<file path="src/rtl/bcp_scan_if.sv">
// bcp_scan_if: clause-load, scan-request and scan-result bundle for bcp_scan_unit.
interface bcp_scan_if #(
    parameter int VAR_NUM    = 8,
    parameter int CLAUSE_NUM = 8
);
    localparam int VAR_W = (VAR_NUM > 1) ? $clog2(VAR_NUM) : 1;
    localparam int CL_W  = (CLAUSE_NUM > 1) ? $clog2(CLAUSE_NUM) : 1;
    logic                  load_en;
    logic [CL_W-1:0]       load_addr;
    logic [VAR_NUM-1:0]    load_mask;
    logic [VAR_NUM-1:0]    load_pol;
    logic                  start;
    logic [CLAUSE_NUM-1:0] clause_en;
    logic [VAR_NUM-1:0]    assigned;
    logic [VAR_NUM-1:0]    value;
    logic                  busy;
    logic                  done;
    logic [1:0]            result;
    logic [VAR_W-1:0]      imp_var;
    logic                  imp_val;
    logic [CL_W-1:0]       clause_idx;
    modport master (
        output load_en, load_addr, load_mask, load_pol, start, clause_en, assigned, value,
        input  busy, done, result, imp_var, imp_val, clause_idx
    );
    modport slave (
        input  load_en, load_addr, load_mask, load_pol, start, clause_en, assigned, value,
        output busy, done, result, imp_var, imp_val, clause_idx
    );
endinterface

</file>
<file path="src/rtl/bcp_scan_unit.sv">
// bcp_scan_unit: one-clause-per-cycle BCP scan reporting first conflict or first unit clause.
// Define BCP_SCAN_EARLY_EXIT_EN to stop the scan right after the first conflict.
module bcp_scan_unit #(
    parameter int VAR_NUM    = 8,
    parameter int CLAUSE_NUM = 8
) (
    input logic       clock,
    input logic       reset,
    bcp_scan_if.slave bus
);
    localparam int VAR_W = (VAR_NUM > 1) ? $clog2(VAR_NUM) : 1;
    localparam int CL_W  = (CLAUSE_NUM > 1) ? $clog2(CLAUSE_NUM) : 1;
    typedef enum logic [1:0] {IDLE, SCAN, DONE} state_t;
    state_t                state, state_n;
    logic [VAR_NUM-1:0]    mask [CLAUSE_NUM];
    logic [VAR_NUM-1:0]    pol  [CLAUSE_NUM];
    logic [CLAUSE_NUM-1:0] en_s;
    logic [VAR_NUM-1:0]    as_s, val_s;
    logic [CL_W-1:0]       idx;
    logic [1:0]            best_res;
    logic [VAR_W-1:0]      best_var;
    logic                  best_val;
    logic [CL_W-1:0]       best_idx;
    logic [VAR_NUM-1:0]    tru, free;
    logic [VAR_W-1:0]      fvar;
    logic                  conf, unit, last, early;
    always_comb begin
        tru  = mask[idx] & as_s & ~(val_s ^ pol[idx]);
        free = mask[idx] & ~as_s;
        conf = en_s[idx] & ~(|tru) & (free == '0);
        unit = en_s[idx] & ~(|tru) & (free != '0) & ((free & (free - VAR_NUM'(1))) == '0);
        last = idx == CL_W'(CLAUSE_NUM - 1);
        fvar = '0;
        for (int v = VAR_NUM - 1; v >= 0; v--)
            if (free[v]) fvar = VAR_W'(v);
    end
`ifdef BCP_SCAN_EARLY_EXIT_EN
    assign early = conf;
`else
    assign early = 1'b0;
`endif
    always_comb begin
        state_n = state;
        if (state == IDLE && bus.start) state_n = SCAN;
        else if (state == SCAN && (last || early)) state_n = DONE;
        else if (state == DONE) state_n = IDLE;
    end
    always_ff @(posedge clock or negedge reset)
        if (!reset) state <= IDLE;
        else state <= state_n;
    assign bus.busy = state == SCAN;
    // Clause store: writable whenever no scan is reading it.
    always_ff @(posedge clock or negedge reset)
        if (!reset) begin
            for (int c = 0; c < CLAUSE_NUM; c++) begin
                mask[c] <= '0;
                pol[c]  <= '0;
            end
        end else if (bus.load_en && state != SCAN) begin
            mask[bus.load_addr] <= bus.load_mask;
            pol[bus.load_addr]  <= bus.load_pol;
        end
    always_ff @(posedge clock or negedge reset)
        if (!reset) begin
            en_s           <= '0;
            as_s           <= '0;
            val_s          <= '0;
            idx            <= '0;
            best_res       <= '0;
            best_var       <= '0;
            best_val       <= 1'b0;
            best_idx       <= '0;
            bus.done       <= 1'b0;
            bus.result     <= '0;
            bus.imp_var    <= '0;
            bus.imp_val    <= 1'b0;
            bus.clause_idx <= '0;
        end else begin
            bus.done <= state == DONE;
            if (state == IDLE && bus.start) begin
                en_s     <= bus.clause_en;
                as_s     <= bus.assigned;
                val_s    <= bus.value;
                idx      <= '0;
                best_res <= '0;
                best_var <= '0;
                best_val <= 1'b0;
                best_idx <= '0;
            end else if (state == SCAN) begin
                idx <= idx + CL_W'(1);
                // The first conflict always wins; a unit is kept only while nothing better exists.
                if (conf && best_res != 2'b10) begin
                    best_res <= 2'b10;
                    best_var <= '0;
                    best_val <= 1'b0;
                    best_idx <= idx;
                end else if (unit && best_res == 2'b00) begin
                    best_res <= 2'b01;
                    best_var <= fvar;
                    best_val <= pol[idx][fvar];
                    best_idx <= idx;
                end
            end else if (state == DONE) begin
                bus.result     <= best_res;
                bus.imp_var    <= best_var;
                bus.imp_val    <= best_val;
                bus.clause_idx <= best_idx;
            end
        end
endmodule

</file>
<file path="src/flat_wrapper.sv">
// flat-port wrapper written by rule: the top's interface ports become plain ports
module bcp_scan_unit_flat 
#(
    parameter int VAR_NUM    = 8,
    parameter int CLAUSE_NUM = 8
)
  (clock, reset, bus_load_en, bus_load_addr, bus_load_mask, bus_load_pol, bus_start, bus_clause_en, bus_assigned, bus_value, bus_busy, bus_done, bus_result, bus_imp_var, bus_imp_val, bus_clause_idx);
  bcp_scan_if #(.VAR_NUM(VAR_NUM), .CLAUSE_NUM(CLAUSE_NUM)) bus_i ();
  input logic clock;
  input logic reset;
  input wire logic [$bits(bus_i.load_en)-1:0] bus_load_en;
  input wire logic [$bits(bus_i.load_addr)-1:0] bus_load_addr;
  input wire logic [$bits(bus_i.load_mask)-1:0] bus_load_mask;
  input wire logic [$bits(bus_i.load_pol)-1:0] bus_load_pol;
  input wire logic [$bits(bus_i.start)-1:0] bus_start;
  input wire logic [$bits(bus_i.clause_en)-1:0] bus_clause_en;
  input wire logic [$bits(bus_i.assigned)-1:0] bus_assigned;
  input wire logic [$bits(bus_i.value)-1:0] bus_value;
  output wire logic [$bits(bus_i.busy)-1:0] bus_busy;
  output wire logic [$bits(bus_i.done)-1:0] bus_done;
  output wire logic [$bits(bus_i.result)-1:0] bus_result;
  output wire logic [$bits(bus_i.imp_var)-1:0] bus_imp_var;
  output wire logic [$bits(bus_i.imp_val)-1:0] bus_imp_val;
  output wire logic [$bits(bus_i.clause_idx)-1:0] bus_clause_idx;
  assign bus_i.load_en = bus_load_en;
  assign bus_i.load_addr = bus_load_addr;
  assign bus_i.load_mask = bus_load_mask;
  assign bus_i.load_pol = bus_load_pol;
  assign bus_i.start = bus_start;
  assign bus_i.clause_en = bus_clause_en;
  assign bus_i.assigned = bus_assigned;
  assign bus_i.value = bus_value;
  assign bus_busy = bus_i.busy;
  assign bus_done = bus_i.done;
  assign bus_result = bus_i.result;
  assign bus_imp_var = bus_i.imp_var;
  assign bus_imp_val = bus_i.imp_val;
  assign bus_clause_idx = bus_i.clause_idx;
  bcp_scan_unit #(.VAR_NUM(VAR_NUM), .CLAUSE_NUM(CLAUSE_NUM)) u_core (.clock(clock), .reset(reset), .bus(bus_i));
endmodule
</file>
<file path="config.mk">
export PLATFORM = sky130hd
export DESIGN_NAME = bcp_scan_unit_flat
export DESIGN_NICKNAME = d
export VERILOG_FILES = /design/src/rtl/bcp_scan_if.sv /design/src/rtl/bcp_scan_unit.sv /design/src/flat_wrapper.sv
export SDC_FILE = /design/constraint.sdc
export NUM_CORES = 1
export LEC_CHECK = 0
export ABC_AREA = 1
export BUFFER_PORTS_ARGS = -buffer_cell sky130_fd_sc_hd__buf_2
export CORE_UTILIZATION = 60
export CTS_CLUSTER_SIZE = 20
export DETAILED_ROUTE_END_ITERATION = 10
export PLACE_DENSITY = 0.82
export SYNTH_ARGS = -nofsm -noshare
export SYNTH_HDL_FRONTEND = slang
export SYNTH_SLANG_ARGS = --single-unit
</file>
<file path="constraint.sdc">
create_clock -name clock -period 5.86 [get_ports clock]
set_clock_uncertainty 0.2 [all_clocks]
set_input_delay 0.586 -clock clock [delete_from_list [all_inputs] [get_ports clock]]
set_output_delay 0.586 -clock clock [all_outputs]
set_load 0.02 [all_outputs]
</file>
After elaboration in Yosys (flattened, before gate mapping)
Index checks and enable logic that the tools add are counted.
Word-level totals
  input port bits: 47
  logic and storage cells: 118
  output and inout port bits: 11
  bits in registers: 176
Cells by class
  bitwise logic cells: 16
  add/sub/neg operators: 2
  reductions and logical operators: 17
  equal/unequal tests: 5
  $lt $le $gt $ge: 5
  muxes and demuxes: 43
Operators with widths (number)
  64-bit bitwise mux: 2
  3-bit two-way mux: 18
  8-bit binary-select mux with 3-bit select: 2
  8-bit two-way mux: 5
  8-bit AND: 4
  8-bit demux with 3-bit select: 1
  8-bit logical NOT: 2
  8-bit inverter: 2
  2-bit two-way mux: 7
  4-bit >= comparator, second input constant: 2
  3-bit by 4-bit < comparator with 1-bit output, second input constant: 2
  3-bit inverter with 4-bit output: 2
  8-bit nonzero test: 1
  8-bit OR reduction: 1
  8-bit by 1-bit subtractor with 8-bit output, second input constant: 1
  8-bit XOR: 1
  1-bit binary-select mux with 3-bit select: 2
  1-bit logical AND: 6
  1-bit two-way mux: 6
  3-bit nonzero test: 2
  1-bit AND: 4
  2-bit logical NOT: 2
  4-bit by 1-bit < comparator with 1-bit output, second input constant: 1
  3-bit by 1-bit adder with 3-bit output, second input constant: 1
  other kinds (9): 11

Depth between registers and ports, before layout
Gate-level depths: netlist (run 1).
  depth after elaboration: 19
  gate-level depth with buffers: 22
  depth with buffers taken out: 20

Worst setup path before layout (run 1)
No wires, ideal clock.
  path kind: reg2reg
  start: register u_core.idx[0]
  end: register u_core.best_var[0]
  arrival time: 1.949 ns
  data required time: 5.537 ns
  clock period less this slack: 2.272 ns
  cell stages (with the launch flop): 20
  buffers on the path: 3
  library setup time: 0.123 ns
  slack: 3.588 ns
  cell sequence: dfrtp_1 buf_6 buf_8 nor2_1 nor2_1 nand2_1 nand3_1 nand3_1 nand2_2 nor2_4 nand2_1 nor2_1 nand3_1 nand2_1 inv_2 nand2_2 nand2_2 buf_6 nand2_1 o21ai_1
On the way
  cells in the longest elaborated chain, start to end: 17
  elaborated cells on any way between the ends: 41
  classes of those cells: 1 x add/sub; 20 x mux; 12 x bitwise; 8 x reduce/logical
RTL lines
  start, declared: line bcp_scan_unit.sv:19  | logic [CL_W-1:0] idx;
  start signal, assigned: line bcp_scan_unit.sv:90  | idx <= idx + CL_W'(1);
  parallel branches: the longest is 17 deep, another holds 8-bit by 1-bit subtractor with 8-bit output
  end signal, assigned: line bcp_scan_unit.sv:99  | best_var <= fvar;
  end, declared: line bcp_scan_unit.sv:21  | logic [VAR_W-1:0] best_var;
Parallel ways; which one is timed is not known. The select of a mux whose other input is x is not followed.
A chain may end at the register's enable or synchronous reset.

Worst setup path in the final report (run 1)
  start: register u_core.idx[1]
  end: register u_core.best_idx[2]
On the way
  cells in the longest elaborated chain, start to end: 15
  elaborated cells on any way between the ends: 32
  classes of those cells: 1 x add/sub; 11 x mux; 12 x bitwise; 8 x reduce/logical
RTL lines
  parallel branches: the longest is 15 deep, another holds 8-bit by 1-bit subtractor with 8-bit output
  end signal, assigned: line bcp_scan_unit.sv:96  | best_idx <= idx;
  end signal, assigned: line bcp_scan_unit.sv:101  | best_idx <= idx;
  end, declared: line bcp_scan_unit.sv:23  | logic [CL_W-1:0] best_idx;
Parallel ways; which one is timed is not known. The select of a mux whose other input is x is not followed.

==> metrics, run 1 <==
post-CTS sizing 0; fraction of the yosys area taken by sequential cells 0.514; CP peak stage delay 0.87 ns; largest net degree at the start of global routing 80; Lkg Pwr 5.04 nW; commonest cells in the netlist nand2_1 (382), dfrtp_1 (176), o21ai_0 (164); Core ar. 13900 um2; r2r endpoint u_core.best_idx[2]; syn_nets 1170; Initial DRC Count 782; final net count 1206; Critical Path RT 5.97 ns; crit path DAT 3.59 ns; Final Wtd Congestion 0.916; count leader, synth nand2_1; synth unique cells 29; Yosys top cell area share 0.514; die area 14800 um2; die height 121 um; Setup crit end kind flip-flop; initial antenna violation count 0; first-pass GRT wire length 34300 um; final antenna-violating net count 0; Reg2Reg Depth 14; Ant. Diodes 0; Setup crit start kind flip-flop; synth warn 0; DR vias 7344; post-CTS setup buffers 0; period utilization 0.593; Post-Syn Area 8560 um2; violated checks hold timing; FILL cells 1134; Cells after Synth 1121; Peak VDD IR 0.306 mV; worst slew pin tran 1.14 ns; DRC viols 0; final setup violating endpoints 0; grt total ovfl 0; root buffer cell clkbuf_16; CTS sink count 176; mean post-synth cell area 7.64 um2; fraction of layout cells with a size suffix above 1 0.109; Vias per Instance 5.44; Post-Route Setup TNS 0 ns; Ports 58; WS Path Type reg -> reg; RSZ-0062 raised after global routing false; Area Overhead vs Synth 11.1%; hold slack -0.00528 ns; Initial Util 0.617; maximum fanout along the worst path 40; R2R setup slack 2.39 ns; vias in the first global route 6930; port bufs 57; prevailing post-synth register cell dfrtp_1; Reg clk slew, reported paths 0.06 ns; CP bufs+invs 3; Hold Vio Cnt, Final 13; clock latency on the worst-skew pair 0.43 ns; async set-or-reset flop fraction in the synthesized netlist 1.00; Avg WL per Cell 15.5 um; gr usage total 0.306; area leader, netlist dfrtp_1; # H-tree levels 4; register bit total from synthesis 176; number of synthesized flops with an enable pin 0; DP HPWL 13000 um; Chip Width 121 um; hold_buf cts 0; Max-cap violations 0; Max Freq 0.288 GHz; # rows 43; critical path's top delay family buffers and inverters; fin crit period 3.47 ns; total power 5.67 mW; PD cells 596 nW/um2; Synth area leaders dfrtp_1 (51%), nand2_1 (17%), o21ai_0 (9.6%); Final Max Tran Viols 0; status finished, violations left; TritonCTS Buffers 17; Max clock buf depth 2; Total Wirelength 20900 um; crit path cell chain buf_4 -> inv_1 -> o21ai_0 -> o22a_1 -> mux2i_1 -> nand3_1 -> nor2_1 -> nand3_1 -> nand2_1 -> inv_2 -> nand2_2 -> nand2_2 -> nand2_1 -> o21ai_2; Reg2Reg Launch Point u_core.idx[1]; critical path's slowest cell inv_1; TritonRoute pass-1 iters 5; worst hold path class in -> async; CTS tree built; Slew headroom 0.242
## cell type report
class                           instances  area, um2  area share
Tap cell                              180        225      0.0237
Clock buffer                           23        498      0.0523
Timing Repair Buffer                   72        404      0.0425
Sequential cell                       176       4410       0.463
Inverter                              130        488      0.0513
Clock inverter                          8        128      0.0134
Multi-Input combinational cell        760       3360       0.354
## flip-flops by register name, indices dropped and copies added (netlist names)
signal / count
u_core.state: 2
u_core.mask: 64
u_core.val_s: 8
u_core.bus.clause_idx: 3
u_core.bus.done: 1
u_core.best_val: 1
u_core.best_idx: 3
u_core.en_s: 8
u_core.idx: 3
u_core.bus.imp_val: 1
u_core.pol: 64
u_core.bus.result: 2
u_core.best_var: 3
u_core.as_s: 8
u_core.best_res: 2
u_core.bus.imp_var: 3
## power breakdown
part | switching [mW] | leakage, nW | internal, mW | total, mW
clock network | 0.465 | 0.301 | 0.726 | 1.19
registers | 0.300 | 2.24 | 1.73 | 2.03
logic | 1.63 | 2.50 | 0.827 | 2.45
total | 2.39 | 5.04 | 3.28 | 5.67
## placed cells by master (no fill, tap or decap), types with 4 or more instances in the layout
cell type / synthesis / layout
nor2_1: 67 / 67
clkbuf_8: 0 / 5
nand2_2: 7 / 7
nand3b_1: 7 / 7
dfrtp_1: 176 / 175
nand3_2: 4 / 4
o21ai_1: 7 / 7
clkbuf_16: 0 / 17
buf_2: 9 / 56
o21ai_2: 4 / 4
nand2_1: 382 / 382
inv_1: 124 / 124
buf_4: 4 / 15
nand4_1: 8 / 8
nand3_1: 96 / 96
inv_2: 5 / 5
o21ai_0: 164 / 164
## worst register-to-register path, delay by kind of cell, from the launching register on
| family | cells | cell delay (ns) |
|---|---|---|
| buffers and inverters | 3 | 1.21 |
| muxes | 1 | 0.24 |
| AOI/OAI and AO/OA | 3 | 0.54 |
| DFF | 1 | 0.36 |
| and+or+nand+nor | 7 | 0.82 |
## logic make-up after synthesis
group | after synthesis | synth area share
AOI/OAI and AO/OA | 182 | 0.110
and+or+nand+nor | 575 | 0.279
muxes | 1 | 0.00117
DFF | 176 | 0.514
adders and majority gates | 2 | 0.00292
buffers and inverters | 185 | 0.0929
## worst max path at each step
stage                              end  depth (start not counted)  slack [ns]           from
global route        u_core.best_idx[2]                         14        2.10  u_core.idx[1]
CTS                 u_core.best_idx[2]                         16        2.46  u_core.idx[1]
floorplan           u_core.best_var[0]                         19        3.59  u_core.idx[0]
global placement    u_core.best_idx[2]                         16        2.57  u_core.idx[1]
finish              u_core.best_idx[2]                         14        2.39  u_core.idx[1]
detailed placement  u_core.best_res[1]                         16        2.53  u_core.idx[1]
## stage by stage
step | instance area [um2] | setup slack, ns | util | cells
after global placement | 8890 | 2.57 | 0.640 | 1318
final | 9510 | 2.39 | 0.685 | 1349
after CTS | 9510 | 2.46 | 0.685 | 1349
after detailed placement | 8890 | 2.53 | 0.640 | 1318
after global routing | 9510 | 2.10 | 0.685 | 1349
after floorplan | 8560 | 3.59 | - | 1121
## layer usage
layer  global-route usage  up-vias  wire length [um]  part of all wire
li1                     -     3602                 -                 -
met1                0.430     3427              9230              0.44
met2                0.472      278              9630              0.46
met3               0.0508       37              1600             0.076
met4                0.125        0               478             0.023
met5                    0        -                 0                 0
No activity file was read; power rests on OpenSTA's default activity.
==> inputs of run 2 (changes only) <==
Settings changed: CORE_UTILIZATION 60 to 55, PLACE_DENSITY 0.82 to 0.79.
Clock period 5.86 ns to 3.1 ns, I/O delays scaled along.
==> run 2 against run 1 <==
  * The run now ends clean
  * Total power grew 88%
  * Cell count grew 3.0%
  * Final area grew 3.1%
  * Sequential power grew 90%
  * Global-route usage shrank 1.7 points
  * Clock-buffer cell count grew 1
  * Maximum frequency grew 24%
  * Flip-flop and latch count is the same
  * Sequential share of layout area shrank 1.4 points
  * Non-clock buffer count grew 32
  * First-iteration DRC count shrank 5.5%
  * Register-to-register slack lost 2.1 ns
  * Largest cell class unchanged
  * Largest power group unchanged
==> metrics, run 2 (synthesis gave the netlist of run 1 again) <==
Reg2Reg Depth 16 (+2); RSZ-0062 raised after global routing false; commonest non-fill, non-tap cell in the layout nand2_1; clock latency on the worst-skew pair 0.44 ns (about the same); period utilization 0.906 (+0.314); busiest grt layer met2; Max-cap violations 0 (unchanged); Ant. Diodes 0 (unchanged); R2R setup slack 0.29 ns (-2.10 ns); CP startpoint u_core.idx[0]; met1 usage 0.392 (-0.0382); Total Wirelength 21700 um (+3.9%); final antenna-violating net count 0 (unchanged); Top Registers u_core.mask x64, u_core.pol x64; worst hold path class in -> reg; # rows 45 (+4.7%); initial antenna violation count 0 (unchanged); dpl cells 1333 (+1.1%); TritonRoute pass-1 iters 5 (unchanged); Hold EP u_core.mask[50]; Setup crit start kind flip-flop; critical path's top delay family simple AND/OR/NAND/NOR gates; fin crit period 2.81 ns (-0.663 ns); Multi-input gate area 3360 um2 (unchanged); register area 4410 um2 (unchanged); WS Path Type reg -> reg; root buffer cell clkbuf_16; Initial DRC Count 739 (-5.5%); Core ar. 15200 um2 (+9.5%); DR vias 7525 (+2.5%); Final Wtd Congestion 0.988 (+7.8%); Max Freq 0.356 GHz (+24%); total power 10.6 mW (+88%); hold path start bus_load_mask[2]; CP peak stage delay 0.52 ns (-0.35 ns); Critical Path RT 3.22 ns (-2.75 ns); worst slew pin tran 0.713 ns (-0.423 ns); grt total ovfl 0 (unchanged); port bufs 57 (unchanged); Chip Width 127 um (+4.4%); final net count 1238 (+2.7%); status completed; Lkg Pwr 5.15 nW (+2.2%); FILL cells 1299 (+15%); final setup violating endpoints 0 (unchanged); Top cell by count, worst path nand2_1; maximum fanout along the worst path 27 (-33%); met2 usage 0.467 (-0.00496); DRC viols 0 (unchanged); Ports 58 (unchanged); Max clock buf depth 2 (unchanged); hold path cells 3; non-filler cells, final 1390 (+3.0%); Area Overhead vs Synth 14.5%; Post-Route Setup TNS 0 ns (unchanged); Vias per Instance 5.41 (-0.56%); Initial Util 0.563 (-0.0536); largest net degree at the start of global routing 58 (-28%); CP bufs+invs 2 (-1); crit path cell chain buf_4 -> nand2_1 -> nand3_1 -> nand3_1 -> nand3_2 -> nand2_2 -> nor2_4 -> nand2_1 -> nor2_1 -> nand3_1 -> nand2_1 -> inv_2 -> nand2_2 -> nand2_2 -> nand2_1 -> o21ai_2; cell area after layout 9800 um2 (+3.1%); Final Max Tran Viols 0 (unchanged); most frequent cells in the layout nand2_1 (382), dfrtp_1 (175), o21ai_0 (164), inv_1 (124), nand3_1 (96); DP HPWL 13300 um (+2.8%); critical path's slowest cell dfrtp_2; gr usage total 0.289 (-0.0168); first-pass GRT wire length 35900 um (+4.8%); r2r endpoint u_core.best_idx[2]; Setup crit end kind flip-flop; Slew headroom 0.523 (+0.281); Peak VDD IR 0.564 mV (+84%); vias in the first global route 7134 (+2.9%); post-CTS setup buffers 0 (unchanged); GR met3 Demand/Resource 0.0510 (+0.000281); placed inst area 8990 um2 (+1.1%); crit path DAT 2.93 ns (-0.66 ns); die area 16100 um2 (+8.9%); Hold Vio Cnt, Final 0 (-13); CTS sink count 176 (unchanged); Avg WL per Cell 15.6 um (+0.81%); die height 127 um (+4.4%); Reg clk slew, reported paths 0.06 ns (about the same); PD cells 1080 nW/um2 (+82%); CTS tree built; # H-tree levels 4 (unchanged); TritonCTS Buffers 17 (unchanged); fraction of layout cells with a size suffix above 1 0.110 (+0.00118); Reg2Reg Launch Point u_core.idx[0]
-- run 2: cell count changes in the layout (fill, tap and decap cells not counted), sizes merged --
| cell | previous run | this run |
|---|---|---|
| clkinvlp | 2 | 5 |
| clkinv | 4 | 3 |
| clkbuf | 23 | 24 |
| bufinv | 3 | 1 |
| dlygate4sd3 | 0 | 25 |
| buf | 72 | 79 |
-- run 2: through the flow --
step | worst slack, ns | hold slack (ns) | util
6_report | 0.291 | 0.0373 | 0.645
5_1_grt | 0.00124 | 0.0541 | 0.645
4_1_cts | 0.300 | 0.0414 | 0.645
3_5_place_dp | 0.326 | 0.113 | 0.591
3_3_place_gp | 0.407 | 0.117 | 0.591
2_1_floorplan | 0.828 | -0.186 | -
-- run 2: what timing repair did --
item	CTS	global route
endpoints found under the setup margin	0	2
gates resized for setup	0	1
hold endpoints to repair	77	0
hold buffers	25	0
-- run 2: cell type report --
type,instances,area share
flip-flops and latches,176,0.449
multi-input cells,760,0.343
repair buffers,104,0.0763
inverters,130,0.0498
clock buffers,24,0.0491
well taps,188,0.0240
clock inverters,8,0.00830
-- run 2: where the power goes --
group          internal [mW]  total [mW]  leakage [nW]  switching (mW)
combinational           1.65        4.73          2.65            3.08
sequential              3.26        3.85          2.24           0.589
clock                   1.17        2.05         0.259           0.884
-- run 2: worst min-delay path: stages --
cell     delay [ns]
buf_2          0.07
inv_1          0.09
o21ai_0        0.17
-- run 2: per-layer routing --
layer  up-vias  part of all wire
met5         -                 0
met4         0             0.025
met3        42             0.055
met2       240              0.46
met1      3570              0.46
li1       3673                 -
-- run 2: worst max path at each step --
stage / end / slack (ns) / cells after the start
global route: u_core.best_idx[2] / 0.001 / 16
global placement: u_core.best_idx[2] / 0.41 / 17
CTS: u_core.best_idx[2] / 0.30 / 17
finish: u_core.best_idx[2] / 0.29 / 16
detailed placement: u_core.best_idx[2] / 0.33 / 17
floorplan: u_core.best_var[0] / 0.83 / 19
==> inputs of run 3 (changes only) <==
Settings changed: CORE_UTILIZATION 55 to 60, PLACE_DENSITY 0.79 to 0.82.
Clock period 3.1 ns to 3.45 ns, I/O delays scaled along.
==> run 3 against run 2 <==
  * Final area down 0.79%
  * Register-to-register slack better by 0.13 ns
  * Largest cell class unchanged
  * Flip-flop and latch count unchanged
  * Cell count down 1.0%
  * Critical path depth unchanged
  * Core utilization up 5.6 points
  * Total power down 10%
  * Wire length down 1.5%
  * Non-clock buffer count down 6
  * Sequential share of layout area up 0.36 points
  * Hold slack worse by 0.020 ns
  * Clock power down 11%
==> metrics, run 3 (synthesis gave the netlist of run 1 again) <==
status completed; TritonCTS Buffers 17 (unchanged); gr usage total 0.315 (+0.0253); period utilization 0.877 (-0.0289); dpl cells 1320 (-0.98%); Final Wtd Congestion 0.956 (-3.3%); R2R setup slack 0.42 ns (+0.13 ns); clock latency on the worst-skew pair 0.43 ns (about the same); CTS tree built; fraction of layout cells with a size suffix above 1 0.106 (-0.00363); DRC viols 0 (unchanged); # H-tree levels 4 (unchanged); hold path cells 3 (unchanged); Area Overhead vs Synth 13.6%; hold path start bus_assigned[1]; TritonRoute pass-1 iters 5 (unchanged); Core ar. 13900 um2 (-8.7%); post-CTS setup buffers 0 (unchanged); port bufs 57 (unchanged); Max-cap violations 0 (unchanged); P_sw 4.11 mW (-9.8%); final antenna-violating net count 0 (unchanged); maximum fanout along the worst path 74 (+170%); Setup crit end kind flip-flop; Chip Width 121 um (-4.2%); Top Registers u_core.mask x64, u_core.pol x64; Slew headroom 0.458 (-0.0654); hold slack 0.0172 ns (-0.0201 ns); worst slew pin tran 0.814 ns (+0.101 ns); PD cells 980 nW/um2 (-9.6%); fin crit period 3.03 ns (+0.217 ns); Peak VDD IR 0.642 mV (+14%); Reg2Reg Depth 16 (unchanged); die area 14800 um2 (-8.2%); first-pass GRT wire length 35200 um (-2.1%); vias in the first global route 7060 (-1.0%); worst hold path class in -> reg; final setup violating endpoints 0 (unchanged); Vias per Instance 5.52 (+2.0%); largest net degree at the start of global routing 94 (+62%); # rows 43 (-4.4%); root buffer cell clkbuf_16; non-filler cells, final 1376 (-1.0%); commonest non-fill, non-tap cell in the layout nand2_1; Ports 58 (unchanged); Lkg Pwr 5.13 nW (-0.42%); DP HPWL 13200 um (-1.1%); CP bufs+invs 2 (unchanged); Hold Vio Cnt, Final 0 (unchanged); CP startpoint u_core.idx[0]; Final Max Tran Viols 0 (unchanged); placed inst area 8930 um2 (-0.67%); Max Freq 0.330 GHz (-7.2%); Pint 5.43 mW (-11%); WS Path Type reg -> reg; FILL cells 1100 (-15%); most frequent cells in the layout nand2_1 (382), dfrtp_1 (175), o21ai_0 (164), inv_1 (124), nand3_1 (96); Top cell by count, worst path nand2_1; crit path cell chain buf_4 -> nand2_1 -> nand3_1 -> nand3_1 -> nand3_2 -> nand2_2 -> nor2_4 -> nand2_1 -> nor2_1 -> nand3_1 -> nand2_1 -> inv_2 -> nand2_2 -> nand2_2 -> nand2_1 -> o21ai_0; Reg clk slew, reported paths 0.06 ns (about the same); Critical Path RT 3.55 ns (+0.33 ns); critical path's top delay family simple AND/OR/NAND/NOR gates; grt total ovfl 0 (unchanged); Net Sw Frac 0.431 (+0.00262); post-CTS sizing 0 (unchanged); r2r endpoint u_core.best_res[1]; RSZ-0062 raised after global routing false; Multi-input gate area 3360 um2 (unchanged); Hold EP u_core.as_s[1]; Post-Route Setup TNS 0 ns (unchanged); Initial Util 0.617 (+0.0536); critical path's slowest cell buf_4; CP peak stage delay 0.61 ns (+0.09 ns); Avg WL per Cell 15.6 um (-0.52%); final net count 1232 (-0.48%); part of the power in registers 0.361 (about the same); final core occ 0.701 (+0.0558); die height 121 um (-4.2%); Comb pwr share 0.447 (+0.002); cell area after layout 9730 um2 (-0.79%); crit path DAT 3.13 ns (+0.20 ns); Reg2Reg Launch Point u_core.idx[0]; hold_buf cts 24 (-4.0%); Setup crit start kind flip-flop; register area 4410 um2 (unchanged); DR vias 7596 (+0.94%); Initial DRC Count 865 (+17%); Total Wirelength 21400 um (-1.5%); initial antenna violation count 0 (unchanged); Clk pwr share 0.192 (about the same); CTS sink count 176 (unchanged); Ant. Diodes 0 (unchanged); Max clock buf depth 2 (unchanged)
## run 3: worst max-delay path by stage
stage / to / depth (start not counted)
6_report: u_core.best_res[1] / 16
2_1_floorplan: u_core.best_var[0] / 19
5_1_grt: u_core.best_res[1] / 16
3_3_place_gp: u_core.best_val / 16
3_5_place_dp: u_core.best_res[1] / 16
4_1_cts: u_core.best_res[1] / 16
## run 3: per-layer routing
layer	GRT usage	vias up	routed length (um)
met1	0.444	3585	9410
met3	0.0639	43	1690
met4	0.107	0	537
li1	-	3656	-
met5	0	-	0
met2	0.484	312	9780
## run 3: area by class of cell
class / instances / area share
flip-flops and latches: 176 / 0.453
multi-input cells: 760 / 0.346
repair buffers: 98 / 0.0704
inverters: 130 / 0.0502
clock buffers: 24 / 0.0495
well taps: 180 / 0.0232
clock inverters: 8 / 0.00798
## run 3: stage by stage
stage | total power, mW | setup WS (ns)
global route | 10.3 | 0.0651
global placement | 7.44 | 0.599
floorplan | 6.61 | 1.18
detailed placement | 7.58 | 0.516
CTS | 9.49 | 0.493
finish | 9.54 | 0.423
## run 3: worst reg2reg max path: stages, from the launching register on
cell,delay (ns)
dfrtp_2,0.36
buf_4,0.61
nand2_1,0.18
nand3_1,0.11
nand3_1,0.13
nand3_2,0.20
nand2_2,0.12
nor2_4,0.12
nand2_1,0.08
nor2_1,0.09
nand3_1,0.11
nand2_1,0.13
inv_2,0.04
nand2_2,0.06
nand2_2,0.18
nand2_1,0.11
o21ai_0,0.08
## run 3: power groups by stage
stage	logic (mW)	registers, mW	clock network [mW]
after global routing	4.88	3.53	1.92
after detailed placement	4.14	3.43	0
final	4.27	3.44	1.83
after CTS	4.22	3.42	1.85
after floorplan	3.25	3.35	0
after global placement	4.03	3.41	0
